--- config.mk ---
export PLATFORM = sky130hd
export DESIGN_NAME = replica_exchange_unit
export DESIGN_NICKNAME = d
export VERILOG_FILES = /design/src/rtl/replica_exchange_unit.sv
export SDC_FILE = /design/constraint.sdc
export NUM_CORES = 1
export LEC_CHECK = 0
export ABC_CLOCK_PERIOD_IN_PS = 2700
export BUFFER_PORTS_ARGS = -buffer_cell sky130_fd_sc_hd__buf_2
export CAP_MARGIN = 10
export CORE_UTILIZATION = 42
export CTS_CLUSTER_SIZE = 12
export DETAILED_ROUTE_END_ITERATION = 8
export GPL_ROUTABILITY_DRIVEN = 0
export PLACE_DENSITY_LB_ADDON = 0.15
export SLEW_MARGIN = 20
export SYNTH_ARGS = -nofsm -noshare
export SYNTH_HDL_FRONTEND = slang
export SYNTH_SLANG_ARGS = --single-unit
--- constraint.sdc ---
create_clock -name clk -period 2.7 [get_ports clk]
set_clock_uncertainty 0.1 [all_clocks]
set_input_delay 0.27 -clock clk [delete_from_list [all_inputs] [get_ports clk]]
set_output_delay 0.27 -clock clk [all_outputs]
set_load 0.02 [all_outputs]
--- src/rtl/replica_exchange_unit.sv ---
// replica_exchange_unit
//   Per-replica exchange-decision engine for the replica-exchange annealer.
//   On each trial the replica either runs the Metropolis test against its
//   follower (lower member), waits for its predecessor's decision (upper
//   member), or issues SELF directly (edge role), then strobes one command.
//
// Ports
//   clk, reset            clock, asynchronous active-low reset
//   start                 one-cycle trial start (ignored while busy)
//   phase                 pairing phase; lower member when ID%2 == phase
//   self_e/prev_e/folw_e  unsigned replica energies
//   rand_th               random acceptance threshold
//   exp_req/exp_x         request and argument to the shared exp unit
//   exp_ack/exp_y         exp unit result strobe and value
//   prev_accept(_valid)   decision from the previous replica
//   out_accept(_valid)    decision forwarded to the follower replica
//   shift_d               forces cmd to PREV combinationally
//   cmd/cmd_valid         exchange command and strobe
//                         (encoding: 0=NOP, 1=SELF, 2=PREV, 3=FOLW)
//   busy                  trial in progress
//   cnt_clear             synchronous clear of the statistics counters
//   accept_cnt/trial_cnt  saturating statistics counters
//
// Configuration
//   REPLICA_EXCHANGE_STATS_EN  when defined, the statistics counters are
//                              built; otherwise they read 0 and cnt_clear
//                              has no effect.
module replica_exchange_unit #(
    parameter int ID          = 0,
    parameter int REPLICA_NUM = 32,
    parameter int E_WIDTH     = 32,
    parameter int X_WIDTH     = 21,
    parameter int P_WIDTH     = 27,
    parameter int CNT_WIDTH   = 16
) (
    input  logic                 clk,
    input  logic                 reset,
    input  logic                 start,
    input  logic                 phase,
    input  logic [E_WIDTH-1:0]   self_e,
    input  logic [E_WIDTH-1:0]   prev_e,
    input  logic [E_WIDTH-1:0]   folw_e,
    input  logic [P_WIDTH-1:0]   rand_th,
    output logic                 exp_req,
    output logic [X_WIDTH-1:0]   exp_x,
    input  logic                 exp_ack,
    input  logic [P_WIDTH-1:0]   exp_y,
    input  logic                 prev_accept,
    input  logic                 prev_accept_valid,
    output logic                 out_accept,
    output logic                 out_accept_valid,
    input  logic                 shift_d,
    output logic [1:0]           cmd,
    output logic                 cmd_valid,
    output logic                 busy,
    input  logic                 cnt_clear,
    output logic [CNT_WIDTH-1:0] accept_cnt,
    output logic [CNT_WIDTH-1:0] trial_cnt
);

    typedef enum logic [2:0] {IDLE, TEST, EXP_WAIT, WAIT_PEER, ISSUE} state_t;
    typedef enum logic [1:0] {CMD_NOP, CMD_SELF, CMD_PREV, CMD_FOLW} exchange_command_t;

    localparam logic ID_PARITY = 1'(ID % 2);
    localparam bit   HAS_FOLW  = (ID < REPLICA_NUM - 1);
    localparam bit   HAS_PRED  = (ID > 0);
    localparam logic [E_WIDTH-1:0] X_LIMIT = {{(E_WIDTH-1){1'b0}}, 1'b1} << X_WIDTH;

    state_t            state;
    exchange_command_t cmd_q;
    logic              accept_q;
    logic              tester_q;     // this trial runs the test (counts in statistics)
    logic              peer_valid;
    logic              peer_accept;

    logic [E_WIDTH:0]  delta;
    logic              delta_nonpos;
    logic              delta_sat;
    logic              exp_pass;
    logic              peer_now;
    logic              peer_acc_now;
    logic              is_lower;

    always_comb begin
        delta        = {1'b0, folw_e} - {1'b0, self_e};
        delta_nonpos = delta[E_WIDTH] || (delta == '0);
        delta_sat    = !delta[E_WIDTH] && (delta[E_WIDTH-1:0] >= X_LIMIT);
        exp_pass     = exp_y > rand_th;
        // A decision arriving this cycle is used directly if the latch is empty.
        peer_now     = peer_valid || prev_accept_valid;
        peer_acc_now = peer_valid ? peer_accept : prev_accept;
        is_lower     = (phase == ID_PARITY);
    end

    always_ff @(posedge clk or negedge reset) begin
        if (!reset) begin
            state            <= IDLE;
            cmd_q            <= CMD_NOP;
            cmd_valid        <= 1'b0;
            exp_req          <= 1'b0;
            exp_x            <= '0;
            out_accept       <= 1'b0;
            out_accept_valid <= 1'b0;
            busy             <= 1'b0;
            accept_q         <= 1'b0;
            tester_q         <= 1'b0;
            peer_valid       <= 1'b0;
            peer_accept      <= 1'b0;
        end else begin
            cmd_q            <= CMD_NOP;
            cmd_valid        <= 1'b0;
            out_accept       <= 1'b0;
            out_accept_valid <= 1'b0;

            if (prev_accept_valid) begin
                peer_valid  <= 1'b1;
                peer_accept <= prev_accept;
            end

            case (state)
                IDLE: begin
                    if (start) begin
                        busy     <= 1'b1;
                        accept_q <= 1'b0;
                        tester_q <= is_lower && HAS_FOLW;
                        if (is_lower && HAS_FOLW) begin
                            state <= TEST;
                        end else if (!is_lower && HAS_PRED) begin
                            state <= WAIT_PEER;
                        end else begin
                            state     <= ISSUE;
                            cmd_valid <= 1'b1;
                            cmd_q     <= CMD_SELF;
                        end
                    end
                end
                TEST: begin
                    if (delta_nonpos || delta_sat) begin
                        state            <= ISSUE;
                        accept_q         <= delta_nonpos;
                        cmd_valid        <= 1'b1;
                        cmd_q            <= delta_nonpos ? CMD_FOLW : CMD_SELF;
                        out_accept_valid <= 1'b1;
                        out_accept       <= delta_nonpos;
                    end else begin
                        state   <= EXP_WAIT;
                        exp_req <= 1'b1;
                        exp_x   <= delta[X_WIDTH-1:0];
                    end
                end
                EXP_WAIT: begin
                    if (exp_ack) begin
                        state            <= ISSUE;
                        exp_req          <= 1'b0;
                        accept_q         <= exp_pass;
                        cmd_valid        <= 1'b1;
                        cmd_q            <= exp_pass ? CMD_FOLW : CMD_SELF;
                        out_accept_valid <= 1'b1;
                        out_accept       <= exp_pass;
                    end
                end
                WAIT_PEER: begin
                    if (peer_now) begin
                        state      <= ISSUE;
                        peer_valid <= 1'b0;
                        accept_q   <= peer_acc_now;
                        cmd_valid  <= 1'b1;
                        cmd_q      <= peer_acc_now ? CMD_PREV : CMD_SELF;
                    end
                end
                ISSUE: begin
                    state <= IDLE;
                    busy  <= 1'b0;
                end
                default: state <= IDLE;
            endcase
        end
    end

    always_comb begin
        cmd = shift_d ? CMD_PREV : cmd_q;
    end

    logic unused_inputs;
    assign unused_inputs = ^prev_e;

`ifdef REPLICA_EXCHANGE_STATS_EN
    always_ff @(posedge clk or negedge reset) begin
        if (!reset) begin
            accept_cnt <= '0;
            trial_cnt  <= '0;
        end else if (cnt_clear) begin
            accept_cnt <= '0;
            trial_cnt  <= '0;
        end else if (state == ISSUE && tester_q) begin
            if (trial_cnt != '1) begin
                trial_cnt <= trial_cnt + CNT_WIDTH'(1);
            end
            if (accept_q && accept_cnt != '1) begin
                accept_cnt <= accept_cnt + CNT_WIDTH'(1);
            end
        end
    end
`else
    always_comb begin
        accept_cnt = '0;
        trial_cnt  = '0;
    end

    logic stats_unused;
    assign stats_unused = cnt_clear ^ accept_q ^ tester_q;
`endif

endmodule

# ---- After elaboration in Yosys (flattened, before gate mapping)
# Cells that the tools add are included.
dict set report op_classes {
  addsub 1
  magnitude_cmp 2
  eq_ne 8
  mux 35
  bitwise_logic 1
  n_reduce_logical 13
}
# operator n
set ops {}
lappend ops {{zero test 33 bit} 1}
lappend ops {{subtractor 32 x 32 -> 33 bit} 1}
lappend ops {{greater-or-equal comparator 32 x 22 -> 1 bit, second input constant} 1}
lappend ops {{greater-than comparator 27 bit} 1}
lappend ops {{two-way mux 1 bit} 16}
lappend ops {{two-way mux 3 bit} 5}
lappend ops {{two-way mux 2 bit} 7}
lappend ops {{case mux 3 bit (4 select lines)} 1}
lappend ops {{!= test 2 bit, second input constant} 4}
lappend ops {{case mux 1 bit (2 select lines)} 4}
lappend ops {{case mux 2 bit (4 select lines)} 1}
lappend ops {{== test 3 x 2 -> 1 bit, second input constant} 2}
lappend ops {{AND reduction 3 bit} 2}
lappend ops {{case mux 1 bit (4 select lines)} 1}
lappend ops {{AND reduction 2 bit} 2}
lappend ops {{nonzero test 2 bit} 2}
lappend ops {{== test 3 x 1 -> 1 bit, second input constant} 1}
lappend ops {{== test 3 bit, second input constant} 1}
lappend ops {{zero test 3 bit} 1}
lappend ops {{logical OR 1 bit} 3}
lappend ops {{logical AND 1 bit} 1}
lappend ops {{zero test 1 bit} 1}
lappend ops {{NOT 1 bit} 1}
dict set report totals {
  regBits 33
  input_bits 159
  out_inout_bits 60
}

# ---- Depth between registers and ports, before layout
# Gate-level depths: netlist (run 1).
dict set report logic_depth {
  word_depth 6
  mapped_depth 13
  depth_no_buf 12
}

# ---- Worst setup path before layout (run 1)
# Ideal clock, no wire load.
dict set report synth_timing {
  path_kind {input-to-reg}
  start {input self_e[6]}
  end {register exp_x[10]}
  setup_ns 0.125
  arrival_time_ns 3.179
  required_time_ns 2.475
  slack_ns -0.704
  stages 13
  path_cell_list {inv_1 -> ha_1 -> buf_6 -> a21oi_4 -> o221ai_2 -> a221o_1 -> a21o_4 -> or3_1 -> a2111oi_2 -> nand4_1 -> nand4_2 -> buf_6 -> mux2_4}
}
dict set report synth_between {
  elab_chain_len 6
}
# element line_no
set synth_lines {}
lappend synth_lines {{from (decl)} 40} ;# input logic [E_WIDTH-1:0] self_e,
lappend synth_lines {{subtractor 32 x 32 -> 33 bit (*)} 85} ;# delta = {1'b0, folw_e} - {1'b0, self_e};
lappend synth_lines {{greater-or-equal comparator 32 x 22 -> 1 bit (tied with other cells)} 87} ;# delta_sat = !delta[E_WIDTH] && (delta[E_WIDTH-1:0] >= X_LIMIT);
lappend synth_lines {{logical AND 1 bit or logical OR 1 bit (tied branches)} {87, 86}}
lappend synth_lines {{logical OR 1 bit} 138} ;# if (delta_nonpos || delta_sat) begin
lappend synth_lines {{NOT 1 bit (no line)} n/a}
lappend synth_lines {{AND reduction 2 bit (no line)} n/a}
lappend synth_lines {{to (signal assigned)} 148} ;# exp_x <= delta[X_WIDTH-1:0];
lappend synth_lines {{to (decl)} 45} ;# output logic [X_WIDTH-1:0] exp_x,
# Every way passes the cells marked *; elsewhere a longest branch is shown, timed or not.
# A chain may end at the register's enable or synchronous reset.

# ---- Worst setup path after layout (run 1)
dict set report layout_timing {
  start {input folw_e[0]}
  end {register exp_x[14]}
}
dict set report layout_between {
  elab_chain_len 6
}
# element line_no
set layout_lines {}
lappend layout_lines {{from (decl)} 42} ;# input logic [E_WIDTH-1:0] folw_e,
lappend layout_lines {{subtractor 32 x 32 -> 33 bit (*)} 85}
lappend layout_lines {{greater-or-equal comparator 32 x 22 -> 1 bit (tied with other cells)} 87}
lappend layout_lines {{logical AND 1 bit or logical OR 1 bit (tied branches)} {87, 86}}
lappend layout_lines {{logical OR 1 bit} 138}
lappend layout_lines {{NOT 1 bit (no line)} n/a}
lappend layout_lines {{AND reduction 2 bit (no line)} n/a}
# Marked as above.

==> results of run 1 <==
repair_timing:
| action | 4_1_cts | 5_1_grt |
|---|---|---|
| setup buffers | 10 | 0 |
| hold buffers | 1 | 0 |
| endpoints found under the hold margin | 33 | 0 |
| pin swaps | 15 | 3 |
| resized for setup | 28 | 4 |
| setup endpoints to repair | 29 | 29 |
Yosys cell counts (8+ instances only):
cell | instances | share of area [%]
inv_1 | 71 | 5.7
ha_1 | 59 | 16
a21oi_1 | 43 | 4.6
nor2_1 | 42 | 3.4
nand2_1 | 35 | 2.8
buf_4 | 34 | 5.4
dfrtp_1 | 33 | 18
o21ai_0 | 30 | 3.2
nand4_1 | 20 | 2.7
a21o_1 | 18 | 2.9
mux2_4 | 13 | 4.2
nor3_1 | 12 | 1.3
clkbuf_1 | 11 | 0.88
o21a_1 | 9 | 1.4
xnor2_1 | 9 | 1.7
mux2i_1 | 8 | 1.7
worst max-delay path by stage:
stage | startpoint | endpoint | slack, ps | depth (start not counted)
final | folw_e[0] | exp_x[14]$_DFFE_PN0P_ | -450 | 14
after CTS | folw_e[0] | exp_x[17]$_DFFE_PN0P_ | -420 | 14
after detailed placement | folw_e[0] | exp_x[3]$_DFFE_PN0P_ | -990 | 14
after floorplan | folw_e[0] | exp_x[10]$_DFFE_PN0P_ | -500 | 13
after global routing | folw_e[0] | exp_x[14]$_DFFE_PN0P_ | -610 | 14
after global placement | folw_e[0] | exp_x[3]$_DFFE_PN0P_ | -890 | 14
layout make-up:
cell class,count,area (um2)
Tap cell,140,175
Clock inverter,1,30.0
Clock buffer,7,86.3
Multi-Input combinational cell,460,3630
Timing Repair Buffer,299,1910
Sequential cell,33,826
Fill cell,991,3960
Inverter,71,279
cell usage in the layout, fill, tap and decap left out, types with 5 or more instances in the layout:
master      n
o21ai_0    25
buf_4     139
o21a_1      9
nand4_1    20
inv_2       7
nor2b_1     5
o211ai_1    7
and3_1      5
or3_1       5
buf_2     152
a21oi_1    41
inv_1      63
xor2_1      7
xnor2_1     9
buf_6       5
mux2_4     14
nand3_1     6
a21o_1     18
nor3_1     11
ha_4        9
nand2_1    35
nor2_1     41
o21ai_1     5
dfrtp_1    33
ha_1       50
conb_1     32
clkbuf_8    6
mux2i_1     8
layer usage:
layer  track usage, %  vias up
li1                 -     2607
met1             29.2     2373
met2             42.1      162
met3             3.39       24
met4             4.89        0
met5                0        -
power groups by stage:
| stage | logic, mW | registers, mW | clock network, mW |
|---|---|---|---|
| after floorplan | 0.693 | 0.535 | 0 |
| after global placement | 1.15 | 0.528 | 0 |
| after detailed placement | 1.18 | 0.528 | 0 |
| after CTS | 1.22 | 0.519 | 0.476 |
| after global routing | 1.35 | 0.521 | 0.505 |
| final | 1.23 | 0.519 | 0.472 |
metrics by stage:
step / area [um2] / hold WS, ps / util [%] / cells
2_1_floorplan: 5020 / -126 / - / 615
6_report: 6930 / 133 / 63.6 / 1011
4_1_cts: 6910 / 130 / 63.5 / 1011
3_3_place_gp: 6600 / 246 / 60.6 / 993
5_1_grt: 6930 / 127 / 63.6 / 1011
3_5_place_dp: 6600 / 264 / 60.6 / 993
sequential cells by signal, indices dropped and copies added, names as in the netlist:
name and cells:
busy 1, cmd_q 2, cmd_valid 1, exp_req 1, exp_x 21, out_accept 1
out_accept_valid 1, peer_accept 1, peer_valid 1, state 3
logic make-up after synthesis:
logic type	Yosys count	share of synthesized area (%)
flip-flops	33	17.6
other	1	0.0798
AND/OR/NAND/NOR	162	18.2
XOR/XNOR	16	2.98
multiplexers	25	6.81
buffers and inverters	122	13.1
AO/OA/AOI/OAI	165	25.1
adder cells (fa/ha/maj)	60	16.1
==> results by group, run 1 <==
Worst setup path
  • Startpoint Class: primary input
  • Slowest-stage cell, CP: o31a_1
  • Critical Path, Cell by Cell: buf_8, inv_12, ha_4, fa_2, nor2b_4, o31a_1, o21ba_4, o211a_1, or3_4, a2111oi_4, nand4_1, nand4_2, buf_6, mux2_2
  • Top Family by Delay on Critical Path: compound AO/OA/AOI/OAI gates
  • Bufs and invs on worst path: 3
  • Max stage delay on crit path: between 300 and 400 ps
  • R2r endpoint: exp_x[17]$_DFFE_PN0P_
  • R2R Setup Slk: between 700 and 800 ps
  • Critical Path AT: 3220 ps
  • CP max FO: 8
  • CP Capture Type: flip-flop
  • Path type of the worst setup path: primary input to flip-flop
  • Reg2reg path depth: 6
  • Reg-to-reg startpoint: state[0]$_DFFE_PN0P_
  • CP required: 2770 ps

Drt
  • Post-route antenna net violation count: 0
  • Vias: 5166
  • Met3 wire length: 657 um
  • DR top layer: met4
  • Met1 WL: 5.89 mm
  • DR iter-0 viols: 232
  • Vias per std cell: 5.11
  • Post-DR wirelength/cell: 13.2 um
  • Detailed Routing Iterations Pass 1: 4
  • Wire length on met2: approximately 6.6 mm
  • Detailed Route WL: 13.3 mm
  • # DRC: 0

Yosys
  • Flop and latch count out of synthesis: 33
  • Avg Inst Size Synth: 8.05 um2
  • Seq/Total Area, Yosys: 17.6%
  • Post-synth EDFFs: 0
  • Yosys synthesis warning count: 0
  • Async set or reset register ratio after synthesis: 100%
  • Synth Flop Type: dfrtp_1
  • Cells after synthesis: 584
  • Count of cell types in the netlist: 74
  • Netlist Area Pre-Place: 0.00470 mm2

CTS
  • Worst-Skew Late Latency: 280 ps
  • CTS clk-pin slew, worst paths: ~60 ps
  • CTS Root Buffer Type: clkbuf_8
  • Longest Clk Path Bufs: 2
  • TritonCTS Buffers: 5
  • CTS tree: yes
  • CTS H-tree lvls: 2
  • CTS Sinks: 33

Power and ir drop
  • Clock share of power: 21.3%
  • Net Sw Frac: 35.7%
  • Int Power: 1.43 mW
  • Leakage: about 3.8 nW
  • Logic gate share of total power: approximately 55%
  • Sequential share of power: a little under a quarter
  • Peak supply drop: about 310 uV
  • Pwr dens: 320 mW/mm2
  • Design Power: 2.22 mW
  • P_sw: 0.793 mW

Placement
  • # port buffers: 153
  • Post-Place Worst Slack: -987 ps
  • Post-DP HPWL: 11.5 mm

Layout
  • Layout Area Growth over Synthesis: 47.4%
  • Post-layout net count: 1089
  • Diode count: 0
  • Share of cells above drive strength 1: 43.4%

Hold path
  • Min-delay src: prev_accept
  • Worst Hold Path EP: peer_accept$_DFFE_PN0P_
  • Worst hold path class: primary input to flip-flop
  • Hold depth: 2

STA
  • Slew headroom: 51.6%
  • Final period util: 117%
  • Final min period: 3150 ps
  • Final Worst Setup Slack: -453 ps
  • Count of final setup violators: 29
  • Max Clock Freq: 317 MHz
  • Final hold violation count: 0
  • RSZ-0062 raised after global routing: yes
  • Least-Margin Pin Slew: 726 ps
  • Final Max Slew Viols: 0
  • Setup TNS Final: -10820 ps

Die
  • Die Wd: ~110 um
  • Top Ports: 219
  • Site Rows: 38
  • Die area: 0.0116 mm2
  • Die height: between 100 and 150 um
  • Core area: 0.0109 mm2
  • Starting density of the core: 43.2%

GRT
  • Vias in the first global route: 5020
  • First-pass GRT wire length: ~22 mm
  • GR Overflow Total: 0
  • Largest net degree at the start of global routing: 34
  • GRT Overall Usage: 23.3%
  • Initial antenna violation count: 0

Flow run
  • Max Cap Viol: 0

Run status
  • Outcome: finished, violations left
  • Violated checks: negative setup slack
Power figures use the tool's default switching activity.
==> run 2, diff against run 1 <==
--- a/config.mk
+++ b/config.mk
@@ -9,4 +9,4 @@
 export BUFFER_PORTS_ARGS = -buffer_cell sky130_fd_sc_hd__buf_2
-export CAP_MARGIN = 10
 export CORE_UTILIZATION = 42
+export CTS_BUF_LIST = sky130_fd_sc_hd__clkbuf_4
 export CTS_CLUSTER_SIZE = 12
==> constraint.sdc (replaced) <==
create_clock -name clk -period 2.7 [get_ports clk]
set_clock_uncertainty 0.1 [all_clocks]
set_input_delay 0.675 -clock clk [delete_from_list [all_inputs] [get_ports clk]]
set_output_delay 0.675 -clock clk [all_outputs]
set_load 0.02 [all_outputs]
==> run 2 against run 1 <==
Against the previous run:
- the flow still finishes with violations (negative setup slack)
- largest power group unchanged
- cell area grew 2.4%
- clock power decreased by 24%
- maximum frequency is 8.8% lower
- flip-flop and latch count is the same
- clock-buffer cell count down 1
- via count is 0.54% higher
- highest routed layer unchanged
- power decreased by 3.1%
==> results by group, run 2 (synthesized netlist as in run 1, its figures left out) <==
Run status
  • Outcome: finished, violations left
  • Violated checks: negative setup slack

STA
  • Final hold violation count: 0 (unchanged)
  • Slew headroom: 53.0% (+1.4 points)
  • Least-Margin Pin Slew: 705 ps (-21.1 ps)
  • Hold WS: 290 ps (+157 ps)
  • Final Worst Setup Slack: -757 ps (-304 ps)
  • Final period util: 128% (+11 points)
  • Final min period: 3460 ps (+304 ps)
  • Count of final setup violators: 29 (unchanged)
  • Final Max Slew Viols: 0 (unchanged)
  • RSZ-0062 raised after global routing: yes
  • Max Clock Freq: 289 MHz (-8.8%)

Layout
  • Max reg flops: 21 (unchanged)
  • Largest registers: exp_x x21, state x3, cmd_q x2
  • Most flops, register: exp_x
  • Layout Area Growth over Synthesis: 51.0%
  • Post-layout net count: 1099 (+0.92%)
  • Diode count: 0 (unchanged)
  • Commonest cells after routing, fill and taps aside: 147 x buf_2, 145 x buf_4, 62 x inv_1
  • Final core utilization: 65.2% (+1.6 points)
  • Most common cell after layout, fill and taps aside: buf_2
  • Share of cells above drive strength 1: 45.5% (+2.1 points)

Worst setup path
  • Critical Path, Cell by Cell: buf_6, ha_4, and2_4, a221oi_4, buf_4, a211oi_4, a21o_4, buf_12, a311oi_2, xnor2_1, nor4b_4, nand4_2, buf_12, mux2_4
  • Startpoint Class: primary input
  • Most used cell, CP: buf_12
  • Max stage delay on crit path: 370 ps (about the same)
  • CP Capture Type: flip-flop
  • Top Family by Delay on Critical Path: compound AO/OA/AOI/OAI gates
  • Path type of the worst setup path: primary input to flip-flop
  • CP max FO: 11 (+3)
  • CP required: 2810 ps (+40 ps)
  • Critical Path AT: 3570 ps (+350 ps)
  • Slowest-stage cell, CP: a221oi_4
  • Bufs and invs on worst path: 4 (+1)

Drt
  • Post-route antenna net violation count: 0 (unchanged)
  • # DRC: 0 (unchanged)
  • Post-DR wirelength/cell: 13.1 um (-0.50%)
  • Detailed Route WL: 13.4 mm (+0.49%)
  • DR iter-0 viols: 168 (-28%)
  • Vias: 5194 (+0.54%)
  • Detailed Routing Iterations Pass 1: 4 (unchanged)
  • Vias per std cell: 5.09 (-0.44%)

Hold path
  • Worst hold path class: primary input to asynchronous set/reset pin

GRT
  • GRT Overall Usage: 23.2% (-0.12 points)
  • First-pass GRT wire length: 22.2 mm (-0.31%)
  • Routing usage on met2: 42.3% (+0.18 points)
  • GRT busiest layer: met2
  • Vias in the first global route: 5093 (+1.5%)
  • Met3 GRT Util: 2.48% (-0.91 points)
  • GR Overflow Total: 0 (unchanged)
  • Global-route track usage on met1: 29.0% (-0.13 points)
  • Initial antenna violation count: 0 (unchanged)
  • Largest net degree at the start of global routing: 34 (unchanged)

Flow run
  • Max Cap Viol: 0 (unchanged)

Power and ir drop
  • Peak supply drop: 267 uV (-13%)
  • Pwr dens: 303 mW/mm2 (-5.4%)
  • Leakage: 3.83 nW (+1.4%)

Placement
  • Post-DP HPWL: 11.4 mm (-1.4%)
  • Post-Place Worst Slack: -1380 ps (-390 ps)
  • # port buffers: 153 (unchanged)

Die
  • Die height: 108 um (unchanged)
  • Die Wd: 108 um (unchanged)
  • Core area: 0.0109 mm2 (unchanged)
  • Site Rows: 38 (unchanged)
  • Starting density of the core: 43.2% (unchanged)
  • Die area: 0.0116 mm2 (unchanged)
  • Top Ports: 219 (unchanged)

CTS
  • CTS Root Buffer Type: clkbuf_4
  • Worst-Skew Late Latency: 320 ps (+40 ps)
  • Cts hold-fix bufs: 0 (-1)
  • TritonCTS Buffers: 5 (unchanged)
  • CTS tree: yes
  • CTS Sinks: 33 (unchanged)
  • CTS H-tree lvls: 2 (unchanged)
  • CTS clk-pin slew, worst paths: 90 ps (+30 ps)
  • Longest Clk Path Bufs: 2 (unchanged)
## run 2: worst register-to-register path: cells and delay by family, from the launching register on
kind	cells	cell delay (ps)
buffers and inverters	1	200
DFF	1	500
muxes	1	300
and+or+nand+nor	4	700
## run 2: final cells by class
| cell class | instances | area (um2) |
|---|---|---|
| well taps | 140 | 175 |
| clock inverters | 2 | 33.8 |
| fillers | 968 | 3790 |
| flip-flops and latches | 33 | 826 |
| repair buffers | 309 | 2040 |
| inverters | 71 | 279 |
| multi-input cells | 460 | 3700 |
| clock buffers | 6 | 45.0 |
## run 2: per-stage QoR
step | power (mW) | TNS [ps] | instances | instance area (um2)
floorplan | 1.23 | -21980 | 615 | 5020
global placement | 1.68 | -34300 | 994 | 6610
detailed placement | 1.71 | -36380 | 994 | 6610
CTS | 2.12 | -20270 | 1017 | 6950
global route | 2.31 | -24690 | 1021 | 7100
finish | 2.15 | -20450 | 1021 | 7100
## run 2: power breakdown
group | internal [mW] | leakage [nW] | switching [mW] | total (mW)
sequential | 0.508 | 0.409 | 0.0103 | 0.519
clock | 0.203 | 0.0433 | 0.155 | 0.358
combinational | 0.645 | 3.38 | 0.630 | 1.28
total | 1.36 | 3.83 | 0.796 | 2.15
## run 2: what timing repair did
item / CTS / global route
pin swaps: 29 / 17
resized for setup: 30 / 27
setup buffers: 15 / 4
endpoints found under the setup margin: 29 / 29
## run 2: final timing paths
| check | from | slack [ps] | endpoint | depth (start not counted) |
|---|---|---|---|---|
| setup / recovery | folw_e[4] | -760 | exp_x[3]$_DFFE_PN0P_ | 14 |
| hold / removal | reset | 290 | peer_accept$_DFFE_PN0P_ | 1 |
| setup reg to reg | state[0]$_DFFE_PN0P_ | 790 | exp_x[3]$_DFFE_PN0P_ | 6 |
| hold reg to reg | exp_x[0]$_DFFE_PN0P_ | 420 | exp_x[0]$_DFFE_PN0P_ | 2 |
| max in group asynchronous | reset | 1760 | state[0]$_DFFE_PN0P_ | 1 |
| min in group clk | exp_x[0]$_DFFE_PN0P_ | 420 | exp_x[0]$_DFFE_PN0P_ | 2 |
## run 2: layer usage
metal	share of wire (%)	vias to the layer above
li1	-	2632
met1	43	2370
met2	50	169
met3	4.9	23
met4	1.4	0
met5	0	-
==> run 3, diff against run 2 <==
Settings changed: CTS_BUF_LIST sky130_fd_sc_hd__clkbuf_4 to default, TNS_END_PERCENT from default to 5.
==> run 3 against run 2 <==
Against the previous run:
- the run still ends with negative setup slack left
- sequential power barely moved
- die area unchanged
- clock-buffer cell count grew 1
- flip-flop and latch count stayed put
- critical path depth did not move
- clock power grew 2%
- power decreased by 3.2%
- critical endpoint is now exp_x[15]$_DFFE_PN0P_
==> results by group, run 3 (synthesized netlist as in run 1, its figures left out) <==
Power and ir drop
  • Leakage: 3.68 nW (-3.8%)
  • Peak supply drop: 372 uV (+39%)
  • Clock share of power: 17.5% (+0.9 points)
  • Logic gate share of total power: 57.5% (-1.8 points)
  • Pwr dens: 307 mW/mm2 (+1.3%)
  • Int Power: 1.30 mW (-4.0%)
  • Net Sw Frac: 37.5% (+0.50 points)
  • Sequential share of power: 24.9% (+0.8 points)
  • P_sw: 0.781 mW (-1.9%)

CTS
  • Longest Clk Path Bufs: 2 (unchanged)
  • TritonCTS Buffers: 5 (unchanged)
  • CTS Sinks: 33 (unchanged)
  • CTS tree: yes
  • Worst-Skew Late Latency: 280 ps (-40 ps)
  • CTS clk-pin slew, worst paths: 70 ps (-20 ps)
  • Cts hold-fix bufs: 0 (unchanged)
  • CTS Root Buffer Type: clkbuf_8
  • CTS H-tree lvls: 2 (unchanged)

Hold path
  • Worst hold path class: primary input to asynchronous set/reset pin

Drt
  • Post-route antenna net violation count: 0 (unchanged)
  • Post-DR wirelength/cell: 13.4 um (+1.8%)
  • Vias: 5061 (-2.6%)
  • Vias per std cell: 5.08 (-0.11%)
  • # DRC: 0 (unchanged)
  • Detailed Route WL: 13.3 mm (-0.66%)
  • DR iter-0 viols: 220 (+31%)
  • Detailed Routing Iterations Pass 1: 4 (unchanged)

Layout
  • Most common cell after layout, fill and taps aside: buf_2
  • Area occupied by multi-input gates: 0.00359 mm2 (-2.9%)
  • Final Instance Area: 0.00678 mm2 (-4.5%)
  • Layout Area Growth over Synthesis: 44.2%
  • Share of cells above drive strength 1: 42.4% (-3.1 points)
  • Diode count: 0 (unchanged)
  • Fillers: 970 (+0.21%)
  • Largest registers: exp_x x21, state x3, cmd_q x2
  • Final core utilization: 62.3% (-2.9 points)
  • Post-layout net count: 1075 (-2.2%)
  • Final non-filler cell total: 996 (-2.4%)
  • Sequential cell area: 826 um2 (unchanged)
  • Commonest cells after routing, fill and taps aside: 152 x buf_2, 125 x buf_4, 65 x inv_1
  • Max reg flops: 21 (unchanged)
  • Most flops, register: exp_x

Die
  • Die height: 108 um (unchanged)
  • Die area: 0.0116 mm2 (unchanged)
  • Top Ports: 219 (unchanged)
  • Die Wd: 108 um (unchanged)
  • Core area: 0.0109 mm2 (unchanged)
  • Starting density of the core: 43.2% (unchanged)
  • Site Rows: 38 (unchanged)

Worst setup path
  • Critical Path AT: 3700 ps (+130 ps)
  • CP required: 2760 ps (-50 ps)
  • Path type of the worst setup path: primary input to flip-flop
  • Startpoint Class: primary input
  • CP max FO: 10 (-1)
  • CP Capture Type: flip-flop

GRT
  • Largest net degree at the start of global routing: 34 (unchanged)
  • Vias in the first global route: 4847 (-4.8%)
  • GR Overflow Total: 0 (unchanged)
  • Initial antenna violation count: 0 (unchanged)
  • First-pass GRT wire length: 22.0 mm (-0.68%)
  • GRT Overall Usage: 23.4% (+0.17 points)

STA
  • RSZ-0062 raised after global routing: yes
  • Max Clock Freq: 275 MHz (-5.0%)
  • Count of final setup violators: 29 (unchanged)
  • Slew headroom: 53.4% (+0.43 points)
  • Final hold violation count: 0 (unchanged)
  • Least-Margin Pin Slew: 698 ps (-6.38 ps)
  • Setup TNS Final: -24890 ps (-4450 ps)
  • Final min period: 3640 ps (+181 ps)
  • Final period util: 135% (+6.7 points)
  • Final Worst Setup Slack: -939 ps (-181 ps)
  • Hold WS: 339 ps (+49.4 ps)
  • Final Max Slew Viols: 0 (unchanged)

Placement
  • Placed instance count: 981 (-1.3%)
  • Area after DPL: 0.00652 mm2 (-1.4%)
  • Post-DP HPWL: 11.4 mm (about the same)
  • # port buffers: 153 (unchanged)

Run status
  • Violated checks: negative setup slack
  • Outcome: finished, violations left

Flow run
  • Max Cap Viol: 0 (unchanged)
[run 3: cell count changes in the layout (fill, tap and decap cells not counted), moves of 5 or more]
cell and change:
buf_2 +5, buf_4 -20, buf_6 -9, clkbuf_4 -6, clkbuf_8 +6
[run 3: cell type report]
cell class | count | share of cell area (%)
Sequential cell | 33 | 12.2
Clock buffer | 7 | 1.27
Tap cell | 140 | 2.58
Inverter | 71 | 4.12
Timing Repair Buffer | 285 | 26.8
Multi-Input combinational cell | 460 | 53.0
[run 3: timing repair]
| item | CTS | global route |
|---|---|---|
| setup buffers | 6 | 1 |
| pin swaps | 10 | 5 |
| setup endpoints to repair | 29 | 29 |
| resized for setup | 21 | 4 |
| cloned | 1 | 0 |
[run 3: final timing paths]
kind,from,endpoint,slack [ps],cells after the start
hold reg to reg,peer_accept$_DFFE_PN0P_,peer_accept$_DFFE_PN0P_,410,1
setup / recovery,folw_e[0],exp_x[15]$_DFFE_PN0P_,-940,14
max in group asynchronous,reset,exp_x[6]$_DFFE_PN0P_,1710,1
setup reg to reg,state[0]$_DFFE_PN0P_,exp_x[8]$_DFFE_PN0P_,700,6
hold / removal,reset,peer_valid$_DFF_PN0_,340,1
min in group clk,peer_accept$_DFFE_PN0P_,peer_accept$_DFFE_PN0P_,410,1
[run 3: metrics by stage]
step / total power [mW] / setup slack, ps
global placement: 1.66 / -1260
global route: 2.23 / -1020
floorplan: 1.22 / -903
CTS: 2.08 / -857
finish: 2.08 / -939
detailed placement: 1.69 / -1350
[run 3: critical path, stage by stage]
cell,delay (ps)
buf_8,110
inv_12,40
ha_4,130
fa_2,220
nor2b_2,50
o31a_1,360
o21ba_2,240
o211a_1,240
or3_4,400
a2111oi_4,310
nand4_1,220
nand4_4,210
buf_12,160
mux2_2,330
[run 3: power groups by stage]
stage          combinational [mW]  clock (mW)  sequential [mW]
2_1_floorplan               0.690           0            0.535
3_3_place_gp                 1.13           0            0.527
3_5_place_dp                 1.16           0            0.528
4_1_cts                      1.19       0.371            0.519
5_1_grt                      1.32       0.394            0.521
6_report                     1.20       0.365            0.519
[run 3: per-layer routing]
| metal | routed length, um | share of wire, % | GRT usage [%] | vias up |
|---|---|---|---|---|
| met5 | 0 | 0 | 0 | - |
| met4 | 216 | 1.6 | 5.87 | 0 |
| met3 | 517 | 3.9 | 1.57 | 19 |
| met2 | 6490 | 49 | 41.3 | 145 |
| met1 | 6080 | 46 | 30.7 | 2323 |
| li1 | - | - | - | 2574 |
